===== src/rtl/parking_pkg.sv =====
// Shared types and constants for the parking gate input conditioner: FSM state encoding,
// one-hot slot codes and the slot-validity helper.
package parking_pkg;

    typedef enum logic [2:0] {
        IDLE,
        CHECK,
        PULSE,
        RELEASE,
        LOCKOUT
    } gate_state_t;

    localparam logic [2:0] SLOT_NONE = 3'b000;
    localparam logic [2:0] SLOT1     = 3'b001;
    localparam logic [2:0] SLOT2     = 3'b010;
    localparam logic [2:0] SLOT3     = 3'b100;

    // Only the three one-hot codes select a slot; anything else is a rejected press.
    function automatic logic is_slot(input logic [2:0] sel);
        return (sel == SLOT1) || (sel == SLOT2) || (sel == SLOT3);
    endfunction

endpackage


===== src/rtl/gate_input_conditioner_debouncer.sv =====
// One-bit debouncer: SYNC_STAGES-flop synchronizer followed by a saturating stability counter.
// o_stable_low flags a level that has been low for a full debounce window.
module debouncer #(
    parameter int DEBOUNCE_CYCLES = 16,
    parameter int SYNC_STAGES     = 2
) (
    input  logic clk,
    input  logic reset,
    input  logic i_raw,
    output logic o_level,
    output logic o_stable_low
);

    localparam int             CW      = $clog2(DEBOUNCE_CYCLES + 1);
    localparam logic [CW-1:0]  CNT_MAX = CW'(DEBOUNCE_CYCLES);

    logic [SYNC_STAGES-1:0] r_sync;
    logic                   r_samp;
    logic                   r_level;
    logic [CW-1:0]          r_cnt;
    logic [CW-1:0]          w_cnt_next;
    logic                   w_sync;

    always_ff @(posedge clk or negedge reset) begin
        if (!reset) begin
            r_sync <= '0;
        end else begin
            r_sync[0] <= i_raw;
            for (int i = 1; i < SYNC_STAGES; i++) begin
                r_sync[i] <= r_sync[i-1];
            end
        end
    end

    assign w_sync = r_sync[SYNC_STAGES-1];

    // A new value counts as its own first sample; the count saturates at the window length.
    always_comb begin
        w_cnt_next = r_cnt;
        if (w_sync != r_samp) begin
            w_cnt_next = CW'(1);
        end else if (r_cnt != CNT_MAX) begin
            w_cnt_next = r_cnt + 1'b1;
        end
    end

    always_ff @(posedge clk or negedge reset) begin
        if (!reset) begin
            r_samp  <= 1'b0;
            r_cnt   <= '0;
            r_level <= 1'b0;
        end else begin
            r_samp <= w_sync;
            r_cnt  <= w_cnt_next;
            if (w_cnt_next == CNT_MAX) begin
                r_level <= w_sync;
            end
        end
    end

    assign o_level      = r_level;
    assign o_stable_low = !r_level && !r_samp && (r_cnt == CNT_MAX);

endmodule


===== src/rtl/gate_input_conditioner.sv =====
// Parking gate input conditioner: debounces entry/exit buttons, validates the slot switches and
// emits one-cycle car_enter/car_exit pulses. Define GATE_LOCKOUT_EN to add a post-release lockout.
module gate_input_conditioner
    import parking_pkg::*;
#(
    parameter int DEBOUNCE_CYCLES = 16,
    parameter int SYNC_STAGES     = 2,
    parameter int LOCKOUT_CYCLES  = 8
) (
    input  logic       clk,
    input  logic       reset,
    input  logic       btn_enter,
    input  logic       btn_exit,
    input  logic [2:0] sw_sel,
    output logic       car_enter,
    output logic       car_exit,
    output logic [2:0] car_sel,
    output logic       sel_error
);

    gate_state_t r_state;
    gate_state_t w_state_next;

    logic [1:0] w_btn_raw;
    logic [1:0] w_btn_level;
    logic [1:0] w_btn_stable_low;
    logic [1:0] w_btn_rise;
    logic [1:0] r_btn_level_d;
    logic       r_armed;

    logic [2:0] r_sel_sync [SYNC_STAGES];
    logic [2:0] w_sel_sync;

    logic       r_dir_enter;
    logic       w_dir_enter_next;
    logic [2:0] r_car_sel;
    logic [2:0] w_car_sel_next;
    logic       r_sel_error;
    logic       w_sel_error_next;

    generate
        if (LOCKOUT_CYCLES < 1) begin : g_lockout_cycles_unsupported
        end
    endgenerate

    // Bit 0 is the entry button, bit 1 the exit button.
    assign w_btn_raw = {btn_exit, btn_enter};

    genvar gi;
    generate
        for (gi = 0; gi < 2; gi++) begin : g_btn
            debouncer #(
                .DEBOUNCE_CYCLES(DEBOUNCE_CYCLES),
                .SYNC_STAGES    (SYNC_STAGES)
            ) u_debouncer (
                .clk         (clk),
                .reset       (reset),
                .i_raw       (w_btn_raw[gi]),
                .o_level     (w_btn_level[gi]),
                .o_stable_low(w_btn_stable_low[gi])
            );
        end
    endgenerate

    always_ff @(posedge clk or negedge reset) begin
        if (!reset) begin
            for (int i = 0; i < SYNC_STAGES; i++) begin
                r_sel_sync[i] <= SLOT_NONE;
            end
        end else begin
            r_sel_sync[0] <= sw_sel;
            for (int i = 1; i < SYNC_STAGES; i++) begin
                r_sel_sync[i] <= r_sel_sync[i-1];
            end
        end
    end

    assign w_sel_sync = r_sel_sync[SYNC_STAGES-1];

    // Rises stay masked after reset until both buttons have settled low, so a button held
    // through reset cannot fire when its debounced level first comes up.
    always_ff @(posedge clk or negedge reset) begin
        if (!reset) begin
            r_btn_level_d <= 2'b00;
            r_armed       <= 1'b0;
        end else begin
            r_btn_level_d <= w_btn_level;
            if (&w_btn_stable_low) begin
                r_armed <= 1'b1;
            end
        end
    end

    assign w_btn_rise = w_btn_level & ~r_btn_level_d & {2{r_armed}};

`ifdef GATE_LOCKOUT_EN
    localparam int LW = (LOCKOUT_CYCLES > 1) ? $clog2(LOCKOUT_CYCLES) : 1;

    logic [LW-1:0] r_lock_cnt;
    logic          w_lock_done;

    assign w_lock_done = (r_lock_cnt == '0);

    always_ff @(posedge clk or negedge reset) begin
        if (!reset) begin
            r_lock_cnt <= '0;
        end else if (r_state == RELEASE && w_state_next == LOCKOUT) begin
            r_lock_cnt <= LW'(LOCKOUT_CYCLES - 1);
        end else if (r_state == LOCKOUT && !w_lock_done) begin
            r_lock_cnt <= r_lock_cnt - 1'b1;
        end
    end
`endif

    always_comb begin
        w_state_next     = r_state;
        w_dir_enter_next = r_dir_enter;
        w_car_sel_next   = r_car_sel;
        w_sel_error_next = 1'b0;
        case (r_state)
            IDLE: begin
                if (w_btn_rise == 2'b11) begin
                    w_sel_error_next = 1'b1;
                    w_state_next     = RELEASE;
                end else if (w_btn_rise != 2'b00) begin
                    w_dir_enter_next = w_btn_rise[0];
                    w_state_next     = CHECK;
                end
            end
            CHECK: begin
                if (is_slot(w_sel_sync)) begin
                    w_car_sel_next = w_sel_sync;
                    w_state_next   = PULSE;
                end else begin
                    w_sel_error_next = 1'b1;
                    w_state_next     = RELEASE;
                end
            end
            PULSE: begin
                w_state_next = RELEASE;
            end
            RELEASE: begin
                if (w_btn_level == 2'b00) begin
`ifdef GATE_LOCKOUT_EN
                    w_state_next = LOCKOUT;
`else
                    w_state_next = IDLE;
`endif
                end
            end
            LOCKOUT: begin
`ifdef GATE_LOCKOUT_EN
                if (w_lock_done) begin
                    w_state_next = IDLE;
                end
`else
                w_state_next = IDLE;
`endif
            end
            default: begin
                w_state_next = IDLE;
            end
        endcase
    end

    always_ff @(posedge clk or negedge reset) begin
        if (!reset) begin
            r_state     <= IDLE;
            r_dir_enter <= 1'b0;
            r_car_sel   <= SLOT_NONE;
            r_sel_error <= 1'b0;
        end else begin
            r_state     <= w_state_next;
            r_dir_enter <= w_dir_enter_next;
            r_car_sel   <= w_car_sel_next;
            r_sel_error <= w_sel_error_next;
        end
    end

    // Pulses decode straight from registered state, so they never overlap sel_error.
    assign car_enter = (r_state == PULSE) && r_dir_enter;
    assign car_exit  = (r_state == PULSE) && !r_dir_enter;
    assign car_sel   = r_car_sel;
    assign sel_error = r_sel_error;

endmodule


===== config.mk =====
export PLATFORM = sky130hd
export DESIGN_NAME = gate_input_conditioner
export DESIGN_NICKNAME = d
export VERILOG_FILES = /design/src/rtl/parking_pkg.sv /design/src/rtl/gate_input_conditioner_debouncer.sv /design/src/rtl/gate_input_conditioner.sv
export SDC_FILE = /design/constraint.sdc
export NUM_CORES = 1
export LEC_CHECK = 0
export ABC_AREA = 1
export BUFFER_PORTS_ARGS = -buffer_cell sky130_fd_sc_hd__clkbuf_2
export CORE_UTILIZATION = 50
export DETAILED_ROUTE_END_ITERATION = 7
export PLACE_DENSITY = 0.68
export SLEW_MARGIN = 40
export SYNTH_ARGS = -nofsm -noshare
export SYNTH_HDL_FRONTEND = slang
export SYNTH_HIERARCHICAL = 1
export SYNTH_SLANG_ARGS = --single-unit

===== constraint.sdc =====
create_clock -name clk -period 3.6 [get_ports clk]
set_input_delay 0.72 -clock clk [delete_from_list [all_inputs] [get_ports clk]]
set_output_delay 0.72 -clock clk [all_outputs]
set_load 0.03 [all_outputs]

After elaboration in Yosys (flattened, before gate mapping)
Cells that the tools add are included.
- bits in read-only memories: 0
- memories: 0
- register bits after elaboration: 35
- bits in writable memories: 0
- bits in latches: 0
- equal/unequal tests: 17
- mux-type cells: 12
- bitwise gates (word level): 4
- reductions and logical operators: 20
- add/sub/neg operators: 2
- shift-type cells: 0
- magnitude comparators: 0
- multiply operators: 0
- divide/modulo/power cells: 0
- operators by type and width (cell ; number):
    $eq A5 B5 Y1 const B ; 4
    $mux W5 ; 4
    $pmux W3 S4 ; 1
    $add A5 B1 Y5 const B ; 2
    $ne A5 B5 Y1 const B ; 2
    $eq A3 B2 Y1 const B ; 3
    $mux W3 ; 3
    $eq A3 B1 Y1 const B ; 2
    $logic_and A1 B1 Y1 ; 6
    $reduce_and A2 Y1 ; 3
    $logic_not A1 Y1 ; 5
    $and A2 B2 Y2 ; 2
    $eq A3 B3 Y1 const B ; 1
    $logic_not A3 Y1 ; 1
    $mux W1 ; 3
    $ne A3 B3 Y1 const B ; 1
    $reduce_and A3 Y1 ; 1
    $eq A2 B2 Y1 const B ; 1
    $logic_not A2 Y1 ; 1
    $logic_or A1 B1 Y1 ; 2
    $ne A1 B1 Y1 ; 2
    $ne A2 B2 Y1 const B ; 1
    $not A2 Y2 ; 1
    $pmux W1 S2 ; 1
    2 further kinds ; 2

Logic depth before layout (Yosys ltp)
- depth in word-level cells: 7
- gate-level depth with buffers: 12
- mapped depth without buffers: 12

Hierarchy
The synthesis kept the hierarchy.
- modules (own cells, without submodules) (module ; area an instance (µm²) ; times used ; seq. area each (µm²) ; cells an instance):
    gate_input_conditioner ; 718.2 ; 1 ; 400.4 ; 72
    debouncer (g_btn[1].u_debouncer) ; 490.5 ; 1 ; 225.2 ; 59
    debouncer (g_btn[0].u_debouncer) ; 459.2 ; 1 ; 225.2 ; 55

Worst setup path before layout
Ideal clock, no wire load.
- path kind: reg-to-output
- start point: register r_state[0]
- end point: output port car_exit
- setup slack: 1783 ps
- arrival: 1097 ps
- cell stages (with the launch flop): 5
- data required time: 2880 ps
- path through: dfrtp_1 inv_1 ha_1 inv_1 nor2_1
- longest elaborated chain between the ends: 2
- ends and longest elaborated chain (item ; line ; text):
    start: declaration ; gate_input_conditioner.sv:21 ; gate_state_t r_state;
    start signal: assignment ; gate_input_conditioner.sv:173 ; r_state <= w_state_next;
    $eq A3 B2 Y1 ; gate_input_conditioner.sv:182 ; assign car_exit = (r_state == PULSE) && !r_dir_enter;
    $logic_and A1 B1 Y1 ; gate_input_conditioner.sv:182 ;
    end: declaration ; gate_input_conditioner.sv:16 ; output logic car_exit,
No other way between the ends.

Worst setup path in the final report
Same ends and word-level chain as after synthesis.

==> results.py <==
metrics = {
    "cts": {
        "path_clk_slew_ns": 0.10,
        "htreeDepth": 2,
        "root_buffer": "clkbuf_4",
        "cts_buffers": 5,
        "ctsHoldBuffers": 0,
        "postCtsSetupBuffers": 0,
        "cts_tree": "built",
        "clock_latency_ns": 0.33,
        "clkSinkCount": 34,
        "cts_resized": 0,
        "cts_max_path_buffers": 2,
    },
    "routing": {
        "ant_nets": 0,
        "drc_errors": 0,
        "wirelength_um": 2650,
        "routedWlPerCell_um": 10.6,
        "vias": 1173,
        "drt-initial-drc-count": 55,
        "dr.pass1.iters": 4,
        "vias_per_cell": 4.69,
    },
    "die": {
        "coreArea_sq_mm": 0.00310,
        "die_area_sq_mm": 0.00357,
        "rows": 20,
        "ios": 13,
        "die_h_um": 59.8,
        "start_util_pct": 53.8,
        "fp.dieW_um": 59.8,
    },
    "worst_setup_path": {
        "r2r_setup_slack_ns": 2.13,
        "critPathSlowestCell": "dfrtp_1",
        "crit_type": "reg2out",
        "rr_worst_depth": 6,
        "setup.worst_path.end_class": "primary output",
        "path_common_cell": "inv_1",
        "reg2reg_to": "r_dir_enter",
        "worstPathMaxFanout": 5,
        "slowest_delay_ns": 0.45,
        "r2r_start": "g_btn[1].u_debouncer/o_level",
        "crit_arrival_ns": 1.40,
        "cp-start-kind": "flip-flop",
        "crit_required_ns": 2.88,
        "path_cells": "inv_1 > ha_1 > inv_1 > nor2_1 > clkbuf_2",
    },
    "sta": {
        "fin_crit_ns": 2.12,
        "hold_violations": 0,
        "finalSetupViolCount": 0,
        "timing.final.crit_share_pct": 58.9,
        "rsz0062_at_grt": "no",
        "fmax_mhz": 471,
        "fin_ws_ns": 1.48,
        "tns_ns": 0,
        "report.final.slew_viol_count": 0,
        "max_slew.worst_pin.slew_ns": 0.415,
        "skew_ns": 0.00830,
        "slew_headroom_pct": 72.3,
    },
    "global_route": {
        "grt_pass1_wl_um": 4790,
        "grt_util_all_layers_pct": 18.5,
        "grt-ovfl-total": 0,
        "antenna_found_initial": 0,
        "grt_pass1_vias": 1184,
        "grt_max_degree": 35,
    },
    "placement": {
        "dp_hpwl_um": 1990,
        "dpl.cell_count": 242,
        "portBuffers": 12,
        "placed_cell_area_sq_mm": 0.00178,
        "gp_congestion": 0.871,
        "post-place-ws_ns": 1.84,
    },
    "cells_and_area": {
        "area_growth_pct": 11.8,
        "final_common_cell": "nand2_1",
        "nNetsFinal": 223,
        "instances_no_fill": 250,
        "fill_cells": 303,
        "seq_area_sq_um": 851,
        "mostFrequentLayoutCells": "nand2_1 (45), inv_1 (37), dfrtp_1 (34), nand3_1 (14)",
        "drive_gt1_share_pct": 21.4,
        "fin_area_sq_mm": 0.00186,
        "n_antenna_cell": 0,
        "multi_input_area_sq_um": 662,
    },
    "synth": {
        "synth_enable_flop_cells": 0,
        "synthesis.instances": 186,
        "synth_nets": 204,
        "ys_ff_latch": 34,
        "synth-main-ff-cell": "dfrtp_1",
        "ys_seq_area_share_pct": 51.0,
        "synth.avg_cell_area_sq_um": 8.97,
        "syn_area_sq_mm": 0.00167,
        "yosysUniqueCellTypes": 23,
        "async_flop_share_pct": 100,
        "yosysWarnings": 6,
    },
    "hold_path": {
        "hold_class": "in2async",
    },
    "outcome": {
        "status": "finished, final reports clean",
    },
    "pwr": {
        "max-vdd-ir-drop_v": 0.000253,
        "leakagePower_uw": 0.00102,
        "power.density_mw_per_mm2": 414,
    },
    "job": {
        "max_cap_viol_count": 0,
    },
}
## how the worst max path moves through the flow
stage          cells after the start  slack, ns  startpoint       end
2_1_floorplan                      4       1.78  r_state[0]  car_exit
3_3_place_gp                       5       1.89  r_state[0]  car_exit
3_5_place_dp                       5       1.84  r_state[0]  car_exit
5_1_grt                            5       1.35  r_state[0]  car_exit
6_report                           5       1.48  r_state[0]  car_exit
4_1_cts                            5       1.46  r_state[0]  car_exit
## critical path: cells and delay by family (launching register included)
family | cells | cell delay, ns
buffers and inverters | 3 | 0.36
adders and majority gates | 1 | 0.19
and+or+nand+nor | 1 | 0.07
DFF | 1 | 0.45
## cell type report
| type | instances | share of cell area, % |
|---|---|---|
| multi-input combinational | 111 | 35.5 |
| clock buffer | 8 | 4.23 |
| inverter | 41 | 8.32 |
| timing repair buffer | 12 | 3.36 |
| tap | 44 | 2.95 |
| sequential | 34 | 45.6 |
## registers in the layout, summed over array words and instances (netlist names)
register and cells:
r_armed 1, r_btn_level_d 2, g_btn.u_debouncer/r_sync 4, r_state 2
g_btn.u_debouncer/r_samp 2, r_sel_sync 3, car_sel 3, r_dir_enter 1
w_sel_sync 3, g_btn.u_debouncer/o_level 2, sel_error 1, g_btn.u_debouncer/r_cnt 10
## metrics by stage
| stage | total power (uW) | hold WS (ns) | utilization (%) |
|---|---|---|---|
| 3_3_place_gp | 523 | 0.332 | 57.5 |
| 2_1_floorplan | 497 | 0.331 | - |
| 4_1_cts | 785 | 0.357 | 60.0 |
| 5_1_grt | 815 | 0.326 | 60.1 |
| 6_report | 773 | 0.309 | 60.1 |
| 3_5_place_dp | 529 | 0.335 | 57.5 |
## cell usage after synthesis (2+ instances only)
cell,instances,area (sq um)
a21oi_1,2,10.0
dfrtp_1,34,851
ha_1,11,138
inv_1,37,139
inv_2,2,7.51
nand2_1,45,169
nand2_2,5,31.3
nand2_4,4,45.0
nand3_1,14,70.1
nand3_2,4,40.0
nand4_1,4,25.0
nor2_1,5,18.8
nor2_2,4,25.0
nor3_1,3,15.0
o21ai_1,4,20.0
## kinds of logic (layout without fill, tap and decap cells)
kind of cell / Yosys count / count (layout) / share of synthesized area [%]
buffers and inverters: 41 / 61 / 9.30
AO/OA/AOI/OAI: 10 / 10 / 3.83
adder cells (fa/ha/maj): 11 / 11 / 8.25
flip-flops: 34 / 34 / 51.0
AND/OR/NAND/NOR: 90 / 90 / 27.6
## report_power, final
| group | switching [uW] | internal, uW | total (uW) | leakage, uW |
|---|---|---|---|---|
| clock | 119 | 133 | 252 | 0.0000446 |
| combinational | 63.8 | 32.2 | 95.9 | 0.000541 |
| sequential | 20.9 | 403 | 424 | 0.000437 |
| total | 204 | 569 | 773 | 0.00102 |
## layer usage
| metal | share of wire, % | track usage [%] |
|---|---|---|
| met5 | 0 | 0 |
| met4 | 1.4 | 7.97 |
| met3 | 3.5 | 5.84 |
| met2 | 52 | 31.1 |
| met1 | 43 | 21.6 |
(Power assumes the default switching activity.)
